$ cat src/rtl/uart_tx_arbiter_if.sv
// Byte-stream requester bundle plus the uart_tx start/busy port.
// master: the environment (debug sources and uart_tx model) driving req_* and tx_busy.
// slave : the arbiter consuming requests and driving tx_start/tx_data.
//   req_valid/req_data/req_last  requester byte offer, requester 0 in the LSBs
//   req_ready                    per-requester accept (valid && ready)
//   tx_data/tx_start/tx_busy     uart_tx byte, start pulse and busy handshake
interface uart_tx_arbiter_if #(
  parameter int unsigned NUM_REQ = 3
) ();
  logic [NUM_REQ-1:0]   req_valid;
  logic [8*NUM_REQ-1:0] req_data;
  logic [NUM_REQ-1:0]   req_last;
  logic [NUM_REQ-1:0]   req_ready;
  logic [7:0]           tx_data;
  logic                 tx_start;
  logic                 tx_busy;

  modport master (
    output req_valid, req_data, req_last, tx_busy,
    input  req_ready, tx_data, tx_start
  );

  modport slave (
    input  req_valid, req_data, req_last, tx_busy,
    output req_ready, tx_data, tx_start
  );
endinterface

$ cat src/rtl/uart_tx_arbiter.sv
// Shares one debug UART transmitter among NUM_REQ byte-stream requesters.
// Round-robin grant held for a whole packet; bytes are paced into uart_tx's start/busy port.
//   clk, rst_n          system clock, asynchronous active-low reset
//   bus (slave)         requester handshake and uart_tx port (see uart_tx_arbiter_if)
//   grant_id, active    current owner and packet-grant-held flag
//   timeout             one-cycle pulse when a stalled owner's grant is revoked
//   led_r/led_g/led_b   active-low owner indicator (owner 0/1/2), all high when idle
module uart_tx_arbiter #(
  parameter int unsigned NUM_REQ        = 3,
  parameter int unsigned TIMEOUT_CYCLES = 1024,
  parameter int unsigned BUSY_WAIT      = 4
) (
  input  logic             clk,
  input  logic             rst_n,
  uart_tx_arbiter_if.slave bus,
  output logic [1:0]       grant_id,
  output logic             active,
  output logic             timeout,
  output logic             led_r,
  output logic             led_g,
  output logic             led_b
);

  localparam int unsigned CNT_MAX = (TIMEOUT_CYCLES > BUSY_WAIT) ? TIMEOUT_CYCLES : BUSY_WAIT;
  localparam int unsigned CNT_W   = $clog2(CNT_MAX + 1);
  localparam logic [1:0]  LAST_ID = 2'(NUM_REQ - 1);

  typedef enum logic [2:0] {
    S_IDLE,
    S_SEND,
    S_START,
    S_WAIT_BUSY,
    S_WAIT_DONE
  } state_e;

  state_e             state_q, state_d;
  logic [1:0]         grant_q, grant_d;
  logic [1:0]         rr_q, rr_d;
  logic               active_q, active_d;
  logic               timeout_q, timeout_d;
  logic               last_q, last_d;
  logic               tx_start_q, tx_start_d;
  logic [7:0]         tx_data_q, tx_data_d;
  logic [CNT_W-1:0]   cnt_q, cnt_d, cnt_inc;
  logic [2:0]         led_q, led_d;

  logic               own_valid, own_last;
  logic [7:0]         own_data;
  logic [NUM_REQ-1:0] req_ready_c;
  logic               accept;
  logic               pick_found, hi_found;
  logic [1:0]         pick_idx, hi_idx, lo_idx;
  logic [1:0]         rr_next;

  // Select the current owner's byte, last flag and valid.
  always_comb begin
    own_valid = 1'b0;
    own_last  = 1'b0;
    own_data  = '0;
    for (int i = 0; i < int'(NUM_REQ); i++) begin
      if (grant_q == 2'(i)) begin
        own_valid = bus.req_valid[i];
        own_last  = bus.req_last[i];
        own_data  = bus.req_data[8*i +: 8];
      end
    end
  end

  // Only the owner's ready bit can rise, and only in SEND with the uart idle.
  always_comb begin
    req_ready_c = '0;
    for (int i = 0; i < int'(NUM_REQ); i++) begin
      req_ready_c[i] = (state_q == S_SEND) && (grant_q == 2'(i)) &&
                       bus.req_valid[i] && !bus.tx_busy;
    end
  end

  assign accept = |req_ready_c;

  // Round-robin pick: lowest valid index >= rr pointer, else lowest valid index (wrap).
  always_comb begin
    pick_found = 1'b0;
    hi_found   = 1'b0;
    hi_idx     = '0;
    lo_idx     = '0;
    for (int i = int'(NUM_REQ) - 1; i >= 0; i--) begin
      if (bus.req_valid[i]) begin
        pick_found = 1'b1;
        lo_idx     = 2'(i);
        if (2'(i) >= rr_q) begin
          hi_found = 1'b1;
          hi_idx   = 2'(i);
        end
      end
    end
    pick_idx = hi_found ? hi_idx : lo_idx;
  end

  assign rr_next = (grant_q == LAST_ID) ? 2'd0 : grant_q + 2'd1;
  assign cnt_inc = cnt_q + CNT_W'(1);

  // Next-state and registered-output logic.
  always_comb begin
    state_d   = state_q;
    grant_d   = grant_q;
    rr_d      = rr_q;
    active_d  = active_q;
    timeout_d = 1'b0;
    last_d    = last_q;
    tx_data_d = tx_data_q;
    cnt_d     = cnt_q;

    unique case (state_q)
      S_IDLE: begin
        if (pick_found) begin
          grant_d  = pick_idx;
          active_d = 1'b1;
          cnt_d    = '0;
          state_d  = S_SEND;
        end
      end
      S_SEND: begin
        if (accept) begin
          tx_data_d = own_data;
          last_d    = own_last;
          cnt_d     = '0;
          state_d   = S_START;
        end else if (cnt_inc >= CNT_W'(TIMEOUT_CYCLES)) begin
          // Owner stalled too long: revoke and move fairness past it.
          timeout_d = 1'b1;
          active_d  = 1'b0;
          rr_d      = rr_next;
          cnt_d     = '0;
          state_d   = S_IDLE;
        end else begin
          cnt_d = cnt_inc;
        end
      end
      S_START: begin
        cnt_d   = '0;
        state_d = S_WAIT_BUSY;
      end
      S_WAIT_BUSY: begin
        // A fast uart may never show busy; give up waiting after BUSY_WAIT cycles.
        if (bus.tx_busy || (cnt_inc >= CNT_W'(BUSY_WAIT))) begin
          cnt_d   = '0;
          state_d = S_WAIT_DONE;
        end else begin
          cnt_d = cnt_inc;
        end
      end
      S_WAIT_DONE: begin
        if (!bus.tx_busy) begin
          cnt_d = '0;
          if (last_q) begin
            active_d = 1'b0;
            rr_d     = rr_next;
            state_d  = S_IDLE;
          end else begin
            state_d = S_SEND;
          end
        end
      end
      default: begin
        state_d  = S_IDLE;
        active_d = 1'b0;
      end
    endcase

    tx_start_d = (state_d == S_START);

    for (int x = 0; x < 3; x++) begin
      led_d[x] = !(active_d && (x < int'(NUM_REQ)) && (grant_d == 2'(x)));
    end
  end

  // State and output registers.
  always_ff @(posedge clk or negedge rst_n) begin
    if (!rst_n) begin
      state_q    <= S_IDLE;
      grant_q    <= '0;
      rr_q       <= '0;
      active_q   <= 1'b0;
      timeout_q  <= 1'b0;
      last_q     <= 1'b0;
      tx_start_q <= 1'b0;
      tx_data_q  <= '0;
      cnt_q      <= '0;
      led_q      <= 3'b111;
    end else begin
      state_q    <= state_d;
      grant_q    <= grant_d;
      rr_q       <= rr_d;
      active_q   <= active_d;
      timeout_q  <= timeout_d;
      last_q     <= last_d;
      tx_start_q <= tx_start_d;
      tx_data_q  <= tx_data_d;
      cnt_q      <= cnt_d;
      led_q      <= led_d;
    end
  end

  assign bus.req_ready = req_ready_c;
  assign bus.tx_data   = tx_data_q;
  assign bus.tx_start  = tx_start_q;
  assign grant_id      = grant_q;
  assign active        = active_q;
  assign timeout       = timeout_q;
  assign led_r         = led_q[0];
  assign led_g         = led_q[1];
  assign led_b         = led_q[2];

endmodule

$ cat src/flat_wrapper.sv
// flat-port wrapper written by rule: the top's interface ports become plain ports
module uart_tx_arbiter_flat 
#(
  parameter int unsigned NUM_REQ        = 3,
  parameter int unsigned TIMEOUT_CYCLES = 1024,
  parameter int unsigned BUSY_WAIT      = 4
)
  (clk, rst_n, grant_id, active, timeout, led_r, led_g, led_b, bus_req_valid, bus_req_data, bus_req_last, bus_tx_busy, bus_req_ready, bus_tx_data, bus_tx_start);
  uart_tx_arbiter_if #(.NUM_REQ(NUM_REQ)) bus_i ();
  input  logic clk;
  input  logic rst_n;
  output logic [1:0] grant_id;
  output logic active;
  output logic timeout;
  output logic led_r;
  output logic led_g;
  output logic led_b;
  input wire logic [$bits(bus_i.req_valid)-1:0] bus_req_valid;
  input wire logic [$bits(bus_i.req_data)-1:0] bus_req_data;
  input wire logic [$bits(bus_i.req_last)-1:0] bus_req_last;
  input wire logic [$bits(bus_i.tx_busy)-1:0] bus_tx_busy;
  output wire logic [$bits(bus_i.req_ready)-1:0] bus_req_ready;
  output wire logic [$bits(bus_i.tx_data)-1:0] bus_tx_data;
  output wire logic [$bits(bus_i.tx_start)-1:0] bus_tx_start;
  assign bus_i.req_valid = bus_req_valid;
  assign bus_i.req_data = bus_req_data;
  assign bus_i.req_last = bus_req_last;
  assign bus_i.tx_busy = bus_tx_busy;
  assign bus_req_ready = bus_i.req_ready;
  assign bus_tx_data = bus_i.tx_data;
  assign bus_tx_start = bus_i.tx_start;
  uart_tx_arbiter #(.NUM_REQ(NUM_REQ), .TIMEOUT_CYCLES(TIMEOUT_CYCLES), .BUSY_WAIT(BUSY_WAIT)) u_core (.clk(clk), .rst_n(rst_n), .bus(bus_i), .grant_id(grant_id), .active(active), .timeout(timeout), .led_r(led_r), .led_g(led_g), .led_b(led_b));
endmodule
$ cat config.mk
export PLATFORM = sky130hd
export DESIGN_NAME = uart_tx_arbiter_flat
export DESIGN_NICKNAME = d
export VERILOG_FILES = /design/src/rtl/uart_tx_arbiter_if.sv /design/src/rtl/uart_tx_arbiter.sv /design/src/flat_wrapper.sv
export SDC_FILE = /design/constraint.sdc
export NUM_CORES = 1
export LEC_CHECK = 0
export CAP_MARGIN = 20
export CORE_MARGIN = 1
export CORE_UTILIZATION = 40
export DETAILED_ROUTE_END_ITERATION = 10
export DONT_BUFFER_PORTS = 1
export GPL_ROUTABILITY_DRIVEN = 0
export SYNTH_ARGS = -nofsm -noshare
export SYNTH_HDL_FRONTEND = slang
export SYNTH_SLANG_ARGS = --single-unit
$ cat constraint.sdc
create_clock -name clk -period 2.7 [get_ports clk]
set_input_delay 0.27 -clock clk [delete_from_list [all_inputs] [get_ports clk]]
set_output_delay 0.27 -clock clk [all_outputs]
set_load 0.1 [all_outputs]
-- After elaboration in Yosys (flattened, before gate mapping)
Cells that the tools add are included.
- bits in registers: 33
- input bits: 33
- output and inout bits: 19
- logic and storage cells: 113
- add/sub/neg operators: 2
- $lt $le $gt $ge: 5
- eq/ne operators: 14
- muxes and demuxes: 55
- reduce and logical (&&, ||, !) cells: 27
- operator list (cell ; count):
    11-bit two-way mux ; 5
    11-bit case mux with 5 select lines ; 1
    2-bit two-way mux ; 17
    8-bit two-way mux ; 3
    1-bit two-way mux ; 21
    3-bit two-way mux ; 5
    3-bit case mux with 5 select lines ; 1
    1-bit logical AND ; 12
    11-bit by 1-bit adder with 11-bit output (second input constant) ; 1
    11-bit greater-or-equal comparator (second input constant) ; 1
    11-bit by 3-bit greater-or-equal comparator with 1-bit output (second input constant) ; 1
    3-bit by 2-bit equality test with 1-bit output (second input constant) ; 3
    2-bit != test (second input constant) ; 3
    5-bit AND reduction ; 1
    5-bit nonzero test ; 1
    2-bit by 1-bit equality test with 1-bit output (second input constant) ; 2
    2-bit equality test (second input constant) ; 2
    1-bit by 2-bit greater-or-equal comparator with 1-bit output (first input constant) ; 2
    1-bit logical NOT ; 4
    2-bit logical NOT ; 2
    2-bit by 1-bit != test with 1-bit output (second input constant) ; 2
    1-bit case mux with 4 select lines ; 1
    2-bit case mux with 2 select lines ; 1
    3-bit by 1-bit equality test with 1-bit output (second input constant) ; 1
    10 further kinds ; 10

-- Logic depth before layout (Yosys ltp)
Gate-level depths: netlist of the first run.
- word-level depth: 13
- mapped depth: 8
- depth with buffers taken out: 7

-- Least setup slack after synthesis of the first run
Ideal clock, no wire load.
- kind: reg2out
- from: reg u_core.grant_q[1] (netlist: u_core.grant_id[1])
- to: out bus_req_ready[2]
- arrival: 3745 ps
- data required time: 2430 ps
- path slack: -1315 ps
- stages on the path, launching flop included: 5
- buffers on the path: 2
- path through: dfrtp_1 -> buf_2 -> buf_1 -> nand2_1 -> nor3_1
- cells in the longest elaborated chain, start to end: 4
- ends and longest elaborated chain (item ; line ; RTL):
    start: declaration ; uart_tx_arbiter.sv:37 ; logic [1:0] grant_q, grant_d;
    start signal: assignment ; uart_tx_arbiter.sv:192 ; grant_q <= grant_d;
    2-bit equality test ; uart_tx_arbiter.sv:73 ; req_ready_c[i] = (state_q == S_SEND) && (grant_q == 2'(i)) &&
    1-bit logical AND (2 in series) ; uart_tx_arbiter.sv:73 ;
    1-bit logical AND ; uart_tx_arbiter.sv:74 ; bus.req_valid[i] && !bus.tx_busy;
    end: declaration ; flat_wrapper.sv:22 ; output wire logic [$bits(bus_i.req_ready)-1:0] bus_req_ready;
No other way between the ends.

-- Worst setup path in the final report of the first run
- from: reg u_core.cnt_q[0]
- to: reg u_core.cnt_q[7]
- cells in the longest elaborated chain, start to end: 5
- elaborated cells on any way between the ends: 8
- classes of those cells: add/sub: 1; order compare: 2; mux: 4; reduce/logical: 1
- ends and longest elaborated chain (item ; line ; RTL):
    start: declaration ; uart_tx_arbiter.sv:44 ; logic [CNT_W-1:0] cnt_q, cnt_d, cnt_inc;
    start signal: assignment ; uart_tx_arbiter.sv:199 ; cnt_q <= cnt_d;
    11-bit by 1-bit adder with 11-bit output * ; uart_tx_arbiter.sv:100 ; assign cnt_inc = cnt_q + CNT_W'(1);
    11-bit greater-or-equal comparator / 11-bit by 3-bit greater-or-equal comparator with 1-bit output (equally long branches) ; uart_tx_arbiter.sv:128, uart_tx_arbiter.sv:145 ;
    11-bit two-way mux / 1-bit logical OR (equally long branches) ; uart_tx_arbiter.sv:128, uart_tx_arbiter.sv:145 ;
    11-bit two-way mux (on tied branches) ; uart_tx_arbiter.sv:123, uart_tx_arbiter.sv:145 ;
    11-bit case mux with 5 select lines * ; uart_tx_arbiter.sv:113 ; unique case (state_q)
Mark *: on every way between the ends. The rest lies on a longest branch, timed or not.
A chain may end at the register's enable or synchronous reset.

==> impl_metrics.yaml, run 1 <==
outcome:
  outcome: "finished, violations left"
  violations: "design-rule violations"
clock_tree:
  post_cts_resized: 0
  cts-root-buf: "clkbuf_8"
  worst_skew_pair.late_latency_ns: 0.28
  htree_num_levels: 2
  cts_tree: "built"
  cts_num_sinks: 33
  clk_pin_slew_ns: 0.06
  cts_buffers: 5
  clockBufferDepth: 2
  post_cts_buffers: 0
  holdBufCountCts: 2
final_layout:
  instances_no_fill: 274
  area_delta_synth_final_pct: 12.8
  layout-drive-gt1-share_pct: 14.0
  final_nets: 256
  diodes: 0
setup_path:
  crit_required_ns: 2.88
  cp_max_fo: 11
  crit_type: "flop to flop"
  start_kind: "flop"
  crit_chain: "ha_1, and4_4, xnor2_2, o211a_1, a41oi_1, o311ai_1"
  crit_path_end_kind: "flop"
  arrival_ns: 2.31
  cp_slowest_cell: "dfrtp_1"
  max_stage_delay_ns: 0.44
sta:
  setup_viol: 0
  fin_crit_ns: 2.13
  tightest_slew_ns: 0.909
  rsz0062_at_grt: "false"
  fmax_mhz: 470
  relSlewSlack_pct: 39.4
  hold_viol_final: 0
  timing.hold.ws_ns: 0.154
  timing.final.crit_share_pct: 78.7
  finalClockSkew_ns: 0.00471
  slew_violations: 0
synth:
  synth_top_cell_by_area: "dfrtp_1"
  syn_nets: 250
  yosysSeqAreaShare_pct: 43.8
  synthFlopType: "dfrtp_1"
  synthTopCellsByArea: "dfrtp_1 40%, nand2_1 6.0%, mux2i_1 5.8%"
  avgSynthCellArea_um2: 8.76
  netlist.area_leader.share_pct: 39.7
  async_flop_share_pct: 100
  synth_cells: 216
  synth.distinct_cells: 51
  yosysWarnings: 0
  syn_area_um2: 1890
  synth_edf_count: 0
  yosys_register_bits: 33
power:
  p_leak_nw: 0.961
  switchingPower_mw: 1.47
  pwr_density_cell_nw_per_um2: 1250
  p_clk_share_pct: 14.1
  p_sw_share_pct: 55.1
  vdd_drop_max_uv: 727
  intPower_mw: 1.19
  p_seq_share_pct: 50.4
  combPwrFrac_pct: 35.5
grt:
  grt_pass1_wl_um: 7070
  antenna_found_initial: 0
  grt_remaining_overflow: 0
  grt_max_degree: 34
  grt_pass1_vias: 1499
  grtUsageTotal_pct: 18.0
detailed_routing:
  drt_first_pass_iters: 7
  ant_nets: 0
  routed_wl_um: 4090
  drt_iter0_drc: 139
  viasPerCell: 5.45
  drc: 12
  wire_per_inst_um: 14.9
  vias: 1493
floorplan:
  fp.dieH_um: 70.8
  core_area_um2: 4440
  dieArea_um2: 5010
  ios: 52
  rows: 24
  die_x_um: 70.8
  initial_core_util_pct: 42.6
placement:
  portBuffers: 0
  dp_hpwl_um: 2940
  placedCellCount: 265
run:
  max_cap_viol_count: 0
worst_hold_path:
  min_path_type: "input pin to flop"
kinds of logic (layout without fill, tap and decap cells):
family	after synthesis	after routing	share of synthesized area (%)
flops	33	33	43.8
simple gates	95	95	24.8
buf+inv	19	25	4.50
xor+xnor	5	5	2.71
compound gates	50	50	16.5
mux	13	13	7.01
fa+ha+maj	1	1	0.661
per-layer routing:
layer	vias up	track usage [%]	routed length [um]
met5	-	0	0
li1	768	-	-
met3	7	5.27	179
met2	32	29.2	1940
met4	0	6.44	53
met1	686	22.8	1910
layout by cell type, fill, tap and decap left out, types with 2 or more instances in the layout:
master / count
mux2_2: 2
nor2_2: 2
nor4_1: 2
and4_4: 2
nor2b_1: 4
a21oi_1: 12
a221o_1: 2
nand3b_1: 2
o21ai_0: 20
inv_1: 5
buf_12: 2
and2_1: 3
mux2i_1: 11
nand2b_1: 2
and3_1: 4
a31oi_1: 2
clkbuf_8: 6
dfstp_2: 3
dfrtp_1: 30
nand4_1: 2
xor2_1: 2
nand3_1: 7
nand2_1: 30
nor3_1: 5
a2bb2oi_1: 2
buf_4: 8
xnor2_1: 2
nor2_1: 22
flip-flops by register name, indices dropped and copies added (netlist names):
signal / flops
u_core.active: 1
u_core.bus.tx_data: 8
u_core.rr_q: 2
u_core.cnt_q: 11
u_core.led_q: 3
u_core.grant_id: 2
u_core.last_q: 1
u_core.state_q: 3
u_core.timeout: 1
u_core.bus.tx_start: 1
critical path: cells and delay by family (launching register included):
kind / cells / cell delay (ns)
AOI/OAI and AO/OA: 3 / 0.81
DFF: 1 / 0.44
adders and majority gates: 1 / 0.34
and+or+nand+nor: 1 / 0.28
xor gates and xnor gates: 1 / 0.15
synthesized netlist by cell type (4+ instances only):
master and instances:
nor3_1 6, inv_1 5, o21ai_0 20, nor2b_1 4, a21oi_1 12, mux2i_1 11
dfrtp_1 30, buf_2 4, and3_1 4, nand3_1 7, nand2_1 30, clkbuf_1 6
nor2_1 24
area by class of cell:
class	count	area, um^2
sequential	33	830
clock buffer	7	86.3
fill	425	2310
tap	52	65.1
multi-input combinational	164	993
inverter	6	22.5
timing repair buffer	12	138
metrics by stage:
stage	TNS, ns	cell area (um^2)	utilization (%)	power (mW)	worst slack, ns
3_5_place_dp	0	2020	45.4	2.29	0.561
4_1_cts	0	2130	48.0	2.68	0.549
6_report	0	2130	48.0	2.66	0.574
3_3_place_gp	0	2020	45.4	2.27	0.609
5_1_grt	0	2130	48.0	2.82	0.365
2_1_floorplan	-0.113	1910	-	2.07	-0.113
final timing paths:
path,startpoint,slack (ns),end,cells past startpoint
worst min register to register,u_core.cnt_q[9],0.54,u_core.cnt_q[9],1
worst max-delay path,u_core.cnt_q[0],0.57,u_core.cnt_q[7],6
max in group asynchronous,rst_n,2.04,u_core.led_q[2],2
worst min-delay path,bus_tx_busy,0.15,u_core.state_q[2],1
worst max register to register,u_core.cnt_q[0],0.57,u_core.cnt_q[7],6
min in group asynchronous,rst_n,0.43,u_core.grant_id[0],2
power groups by stage:
stage / Sequential (mW) / Clock, mW / Combinational, mW
after CTS: 1.34 / 0.389 / 0.956
after global placement: 1.34 / 0 / 0.930
after floorplan: 1.42 / 0 / 0.646
after global routing: 1.36 / 0.413 / 1.05
after detailed placement: 1.35 / 0 / 0.941
final: 1.34 / 0.375 / 0.944
Note: power is estimated with default switching activity, not from simulation.
==> inputs of run 2 (changes only) <==
--- a/config.mk
+++ b/config.mk
@@ -5,6 +5,7 @@
 export SDC_FILE = /design/constraint.sdc
 export NUM_CORES = 1
 export LEC_CHECK = 0
+export ABC_AREA = 1
 export CAP_MARGIN = 20
 export CORE_MARGIN = 1
 export CORE_UTILIZATION = 40
==> constraint.sdc (replaced) <==
create_clock -name clk -period 1.81 [get_ports clk]
set_input_delay 0.181 -clock clk [delete_from_list [all_inputs] [get_ports clk]]
set_output_delay 0.181 -clock clk [all_outputs]
set_load 0.1 [all_outputs]
==> run 2 against run 1 <==
The flow now finishes without violations. Global-route usage increased by 1.9 points. Combinational power increased to 3.1 times the previous value. Count of clock-buffer cells in the layout decreased by 1. Clock skew increased by 0.0069 ns. Register-to-register slack got worse by 0.39 ns. Wire length increased by 20%. Core utilization increased by 1.6 points. Worst hold slack got worse by 0.063 ns. Clock power increased by 47%.
==> impl_metrics.yaml, run 2 <==
setup_path:
  r2r_end: "u_core.bus.tx_data[7]"
  crit_type: "flop to output pin"
  crit_required_ns: 1.63
  crit_path_end_kind: "output pin"
  crit_family: "buffers and inverters"
  cp_max_fo: 4
  r2r_setup_slack_ns: 0.18
  arrival_ns: 1.58
  critPathBufInv: 4
  timing.rr.start: "u_core.grant_id[1]"
  crit_chain: "inv_2, nand2_4, nor2_8, nand4_1, buf_4, clkinvlp_4, buf_12"
  max_stage_delay_ns: 0.42
  start_kind: "flop"
  cp_slowest_cell: "dfrtp_1"
  worst_r2r_path_depth: 7
synth:
  async_flop_share_pct: 100
  synth_cells: 260
  synth.distinct_cells: 31
  synth_edf_count: 0
  avgSynthCellArea_um2: 8.10
  netlist.area_leader.share_pct: 35.6
  syn_area_um2: 2110
  yosys-top-cells-count: "67 x nand2_1, 30 x dfrtp_1, 25 x inv_1"
  yosysWarnings: 0
  yosys_register_bits: 33
  syn_nets: 294
  synth_top_cell_by_area: "dfrtp_1"
  synthTopCellsByArea: "dfrtp_1 36%, nand2_1 12%, a41oi_2 6.9%"
  yosysSeqAreaShare_pct: 39.4
  synthFlopType: "dfrtp_1"
  synth.most_common_cell: "nand2_1"
power:
  p_leak_nw: 1.11
  pwr_density_cell_nw_per_um2: 1890
  total_power_mw: 4.77
  vdd_drop_max_uv: 1100
run:
  max_cap_viol_count: 0
grt:
  grtUsageTotal_pct: 19.8
  grt_pass1_vias: 1832
  antenna_found_initial: 0
  grt_remaining_overflow: 0
  grt_max_degree: 34
  grt_pass1_wl_um: 8270
final_layout:
  regMostFlops: "u_core.cnt_q"
  area_delta_synth_final_pct: 19.5
  largest_reg_flops: 11
  diodes: 0
  final_common_cell: "nand2_1"
  layout-drive-gt1-share_pct: 31.0
  final_cell_mix: "67 x nand2_1, 28 x dfrtp_1, 23 x inv_1"
  final_nets: 320
floorplan:
  fp.dieH_um: 74.6
  initial_core_util_pct: 41.5
  rows: 26
  dieArea_um2: 5560
  ios: 52
  core_area_um2: 5070
  die_x_um: 74.6
detailed_routing:
  ant_nets: 0
  drt_iter0_drc: 114
  drc: 0
  drt_first_pass_iters: 4
  vias: 1837
  viasPerCell: 5.15
  routed_wl_um: 4890
  wire_per_inst_um: 13.7
placement:
  portBuffers: 0
  dp_hpwl_um: 3580
clock_tree:
  clockBufferDepth: 2
  cts-root-buf: "clkbuf_8"
  cts_num_sinks: 33
  htree_num_levels: 2
  cts_tree: "built"
  worst_skew_pair.late_latency_ns: 0.29
  clk_pin_slew_ns: 0.07
  cts_buffers: 5
sta:
  rsz0062_at_grt: "true"
  tightest_slew_ns: 0.491
  timing.final.crit_share_pct: 97.1
  slew_violations: 0
  finalClockSkew_ns: 0.0116
  relSlewSlack_pct: 67.3
  setup_viol: 0
  hold_viol_final: 0
  fin_crit_ns: 1.76
  timing.hold.ws_ns: 0.0917
  fmax_mhz: 569
worst_hold_path:
  worstHoldStart: "bus_req_data[5]"
  whs_path_depth: 2
  hold_path_end: "u_core.bus.tx_data[5]"
  min_path_type: "input pin to flop"
outcome:
  outcome: "finished, final reports clean"
-- run 2: worst reg2reg max path, stage by stage (launching register included) --
cell	delay [ns]
dfrtp_4	0.43
inv_2	0.05
nor2_4	0.25
nand4_2	0.19
nand3_2	0.21
buf_12	0.19
nor2_2	0.05
a41oi_2	0.16
-- run 2: worst max path at each step --
| stage | endpoint | startpoint | slack [ns] | cells past startpoint |
|---|---|---|---|---|
| floorplan | u_core.cnt_q[1] | u_core.grant_id[0] | 0.00005 | 7 |
| global placement | u_core.rr_q[1] | u_core.cnt_q[1] | 0.21 | 10 |
| detailed placement | u_core.state_q[2] | u_core.cnt_q[1] | 0.15 | 8 |
| CTS | bus_req_ready[1] | u_core.state_q[2] | 0.02 | 7 |
| global route | bus_req_ready[1] | u_core.state_q[2] | -0.03 | 7 |
| finish | bus_req_ready[1] | u_core.state_q[2] | 0.05 | 7 |
-- run 2: what timing repair did --
action,4_1_cts,5_1_grt
endpoints found under the hold margin,33,0
setup buffers,0,2
gates resized for setup,0,7
endpoints found under the setup margin,0,11
hold buffers,2,0
-- run 2: kinds of logic after synthesis --
logic type	after synthesis	synth area share [%]
and+or+nand+nor	154	38.6
buffers and inverters	37	7.84
AOI/OAI and AO/OA	34	13.2
DFF	33	39.4
xor gates and xnor gates	1	0.416
adders and majority gates	1	0.594
-- run 2: cell type report --
cell class	instances	area [um^2]
flip-flops and latches	33	835
multi-input cells	190	1140
fillers	518	2560
well taps	70	87.6
clock inverters	2	10.0
repair buffers	26	251
inverters	30	119
clock buffers	6	72.6
-- run 2: per-stage QoR --
stage,utilization [%],area [um^2],worst slack (ns),cells,setup TNS [ns]
2_1_floorplan,-,2120,0.0000481,260,0
3_3_place_gp,46.5,2360,0.214,345,0
4_1_cts,48.7,2470,0.0153,355,0
5_1_grt,49.6,2520,-0.0279,357,-0.0279
6_report,49.6,2520,0.0525,357,0
3_5_place_dp,46.5,2360,0.146,345,0
-- run 2: where the power goes --
part           switching (mW)  total, mW  internal (mW)  leakage (nW)
clock                   0.283      0.550          0.267        0.0450
combinational            2.10       2.92          0.822         0.655
sequential              0.299       1.30           1.00         0.409
-- run 2: routing by layer --
metal / wire length [um] / track usage (%) / up-vias
met5: 0 / 0 / -
met4: 44 / 7.13 / 0
met3: 219 / 5.28 / 5
met2: 2440 / 33.2 / 34
met1: 2180 / 24.5 / 891
li1: - / - / 907
==> inputs of run 3 (changes only) <==
--- a/config.mk
+++ b/config.mk
@@ -9,6 +9,7 @@
 export CAP_MARGIN = 20
 export CORE_MARGIN = 1
 export CORE_UTILIZATION = 40
+export CTS_BUF_LIST = sky130_fd_sc_hd__clkbuf_2 sky130_fd_sc_hd__clkbuf_4 sky130_fd_sc_hd__clkbuf_8
 export DETAILED_ROUTE_END_ITERATION = 10
 export DONT_BUFFER_PORTS = 1
 export GPL_ROUTABILITY_DRIVEN = 0
==> run 3 against run 2 <==
Clock skew is 0.00072 ns lower. Clock power is 3% higher. Worst setup slack better by 0.0015 ns. Non-clock buffer count stayed put. Fmax hardly changed. Die area stayed put. Count of clock-buffer cells in the layout stayed put. Global-route usage stayed put. First-iteration DRC count is 8.8% higher. Sequential cell count stayed put. Critical path type unchanged. Critical endpoint unchanged. Largest power group unchanged.
==> impl_metrics.yaml, run 3 (synthesized netlist as in run 2, its figures left out) <==
outcome:
  outcome: "finished, final reports clean"
floorplan:
  ios: 52
  fp.dieH_um: 74.6
  core_area_um2: 5070
  initial_core_util_pct: 41.5
  dieArea_um2: 5560
  die_x_um: 74.6
  rows: 26
grt:
  grt_remaining_overflow: 0
  grt_max_degree: 34
  antenna_found_initial: 0
  grt_pass1_vias: 1832
  grtUsageTotal_pct: 19.8
  grt_pass1_wl_um: 8270
placement:
  portBuffers: 0
  place_ws_ns: 0.146
  dp_hpwl_um: 3580
clock_tree:
  cts-root-buf: "clkbuf_8"
  cts_buffers: 5
  cts_tree: "built"
  worst_skew_pair.late_latency_ns: 0.29
  cts_num_sinks: 33
  clockBufferDepth: 2
  clk_pin_slew_ns: 0.07
  htree_num_levels: 2
final_layout:
  final_cell_mix: "67 x nand2_1, 28 x dfrtp_1, 23 x inv_1"
  final_common_cell: "nand2_1"
  diodes: 0
  fin_util_pct: 49.7
  area_delta_synth_final_pct: 19.7
  largest_reg_flops: 11
  layout-drive-gt1-share_pct: 31.4
  final_nets: 320
  regMostFlops: "u_core.cnt_q"
sta:
  tightest_slew_ns: 0.491
  setup_viol: 0
  finalClockSkew_ns: 0.0108
  fmax_mhz: 569
  timing.final.crit_share_pct: 97.0
  relSlewSlack_pct: 67.3
  slew_violations: 0
  hold_viol_final: 0
  rsz0062_at_grt: "true"
  worst_slack_ns: 0.0540
  fin_crit_ns: 1.76
detailed_routing:
  drt_first_pass_iters: 4
  routed_wl_um: 4890
  vias: 1847
  dr_wl_met2_um: 2460
  drt-met1-wl_um: 2150
  ant_nets: 0
  viasPerCell: 5.17
  route.met3.wl_um: 232
  top_layer: "met4"
  drc: 0
  drt_iter0_drc: 124
  wire_per_inst_um: 13.7
setup_path:
  crit_required_ns: 1.63
  arrival_ns: 1.58
  endpoint: "bus_req_ready[1]"
  timing.rr.start: "u_core.grant_id[1]"
  start_kind: "flop"
  worst_r2r_path_depth: 7
  crit_path_start: "u_core.state_q[2]"
  crit_path_end_kind: "output pin"
  r2r_setup_slack_ns: 0.18
  cp_max_fo: 4
  crit_type: "flop to output pin"
  r2r_end: "u_core.bus.tx_data[7]"
power:
  pwr_density_cell_nw_per_um2: 1900
  vdd_drop_max_uv: 1100
  p_leak_nw: 1.11
run:
  max_cap_viol_count: 0
worst_hold_path:
  worstHoldStart: "bus_req_data[5]"
  min_path_type: "input pin to flop"
run 3: changes by cell type in the layout (fill, tap and decap cells not counted):
| cell | delta |
|---|---|
| clkbuf_1 | -1 |
| clkbuf_4 | +1 |
run 3: how the worst min path moves through the flow:
stage,cells past startpoint,end
floorplan,0,u_core.active
global placement,0,u_core.cnt_q[9]
detailed placement,0,u_core.cnt_q[9]
CTS,2,u_core.bus.tx_data[4]
global route,2,u_core.bus.tx_data[1]
finish,2,u_core.bus.tx_data[5]
run 3: layer usage:
layer	global-route usage, %	vias up
met3	5.28	5
met1	24.5	893
li1	-	907
met4	7.13	0
met5	0	-
met2	33.2	42
run 3: worst max-delay path: stages (launching register included):
cell	delay, ns
dfrtp_1	0.42
inv_2	0.10
nand2_4	0.07
nor2_8	0.11
nand4_1	0.15
buf_4	0.19
clkinvlp_4	0.07
buf_12	0.16
run 3: layout make-up:
cell class	count	area [um^2]
clock inverters	2	10.0
well taps	70	87.6
flip-flops and latches	33	835
repair buffers	26	251
inverters	30	119
clock buffers	6	76.3
fillers	515	2550
multi-input cells	190	1140
run 3: where the power goes:
group	leakage, nW	switching (mW)	internal [mW]
registers	0.409	0.299	1.00
clock network	0.0484	0.282	0.282
logic	0.655	2.10	0.822
run 3: what timing repair did:
action                                  CTS  global route
buffers inserted                          0             2
gates resized for setup                   0             7
hold buffers                              2             0
endpoints found under the setup margin    0            11
hold endpoints to repair                 33             0
run 3: stage by stage:
stage               cells  hold slack, ns  TNS [ns]  total power [mW]  instance area, um^2
CTS                   355          0.0838         0              4.74                 2480
floorplan             260          -0.115         0              3.56                 2120
global placement      345          -0.114         0              4.12                 2360
detailed placement    345          -0.113         0              4.15                 2360
finish                357          0.0919         0              4.79                 2520
global route          357          0.0884   -0.0279              5.07                 2520
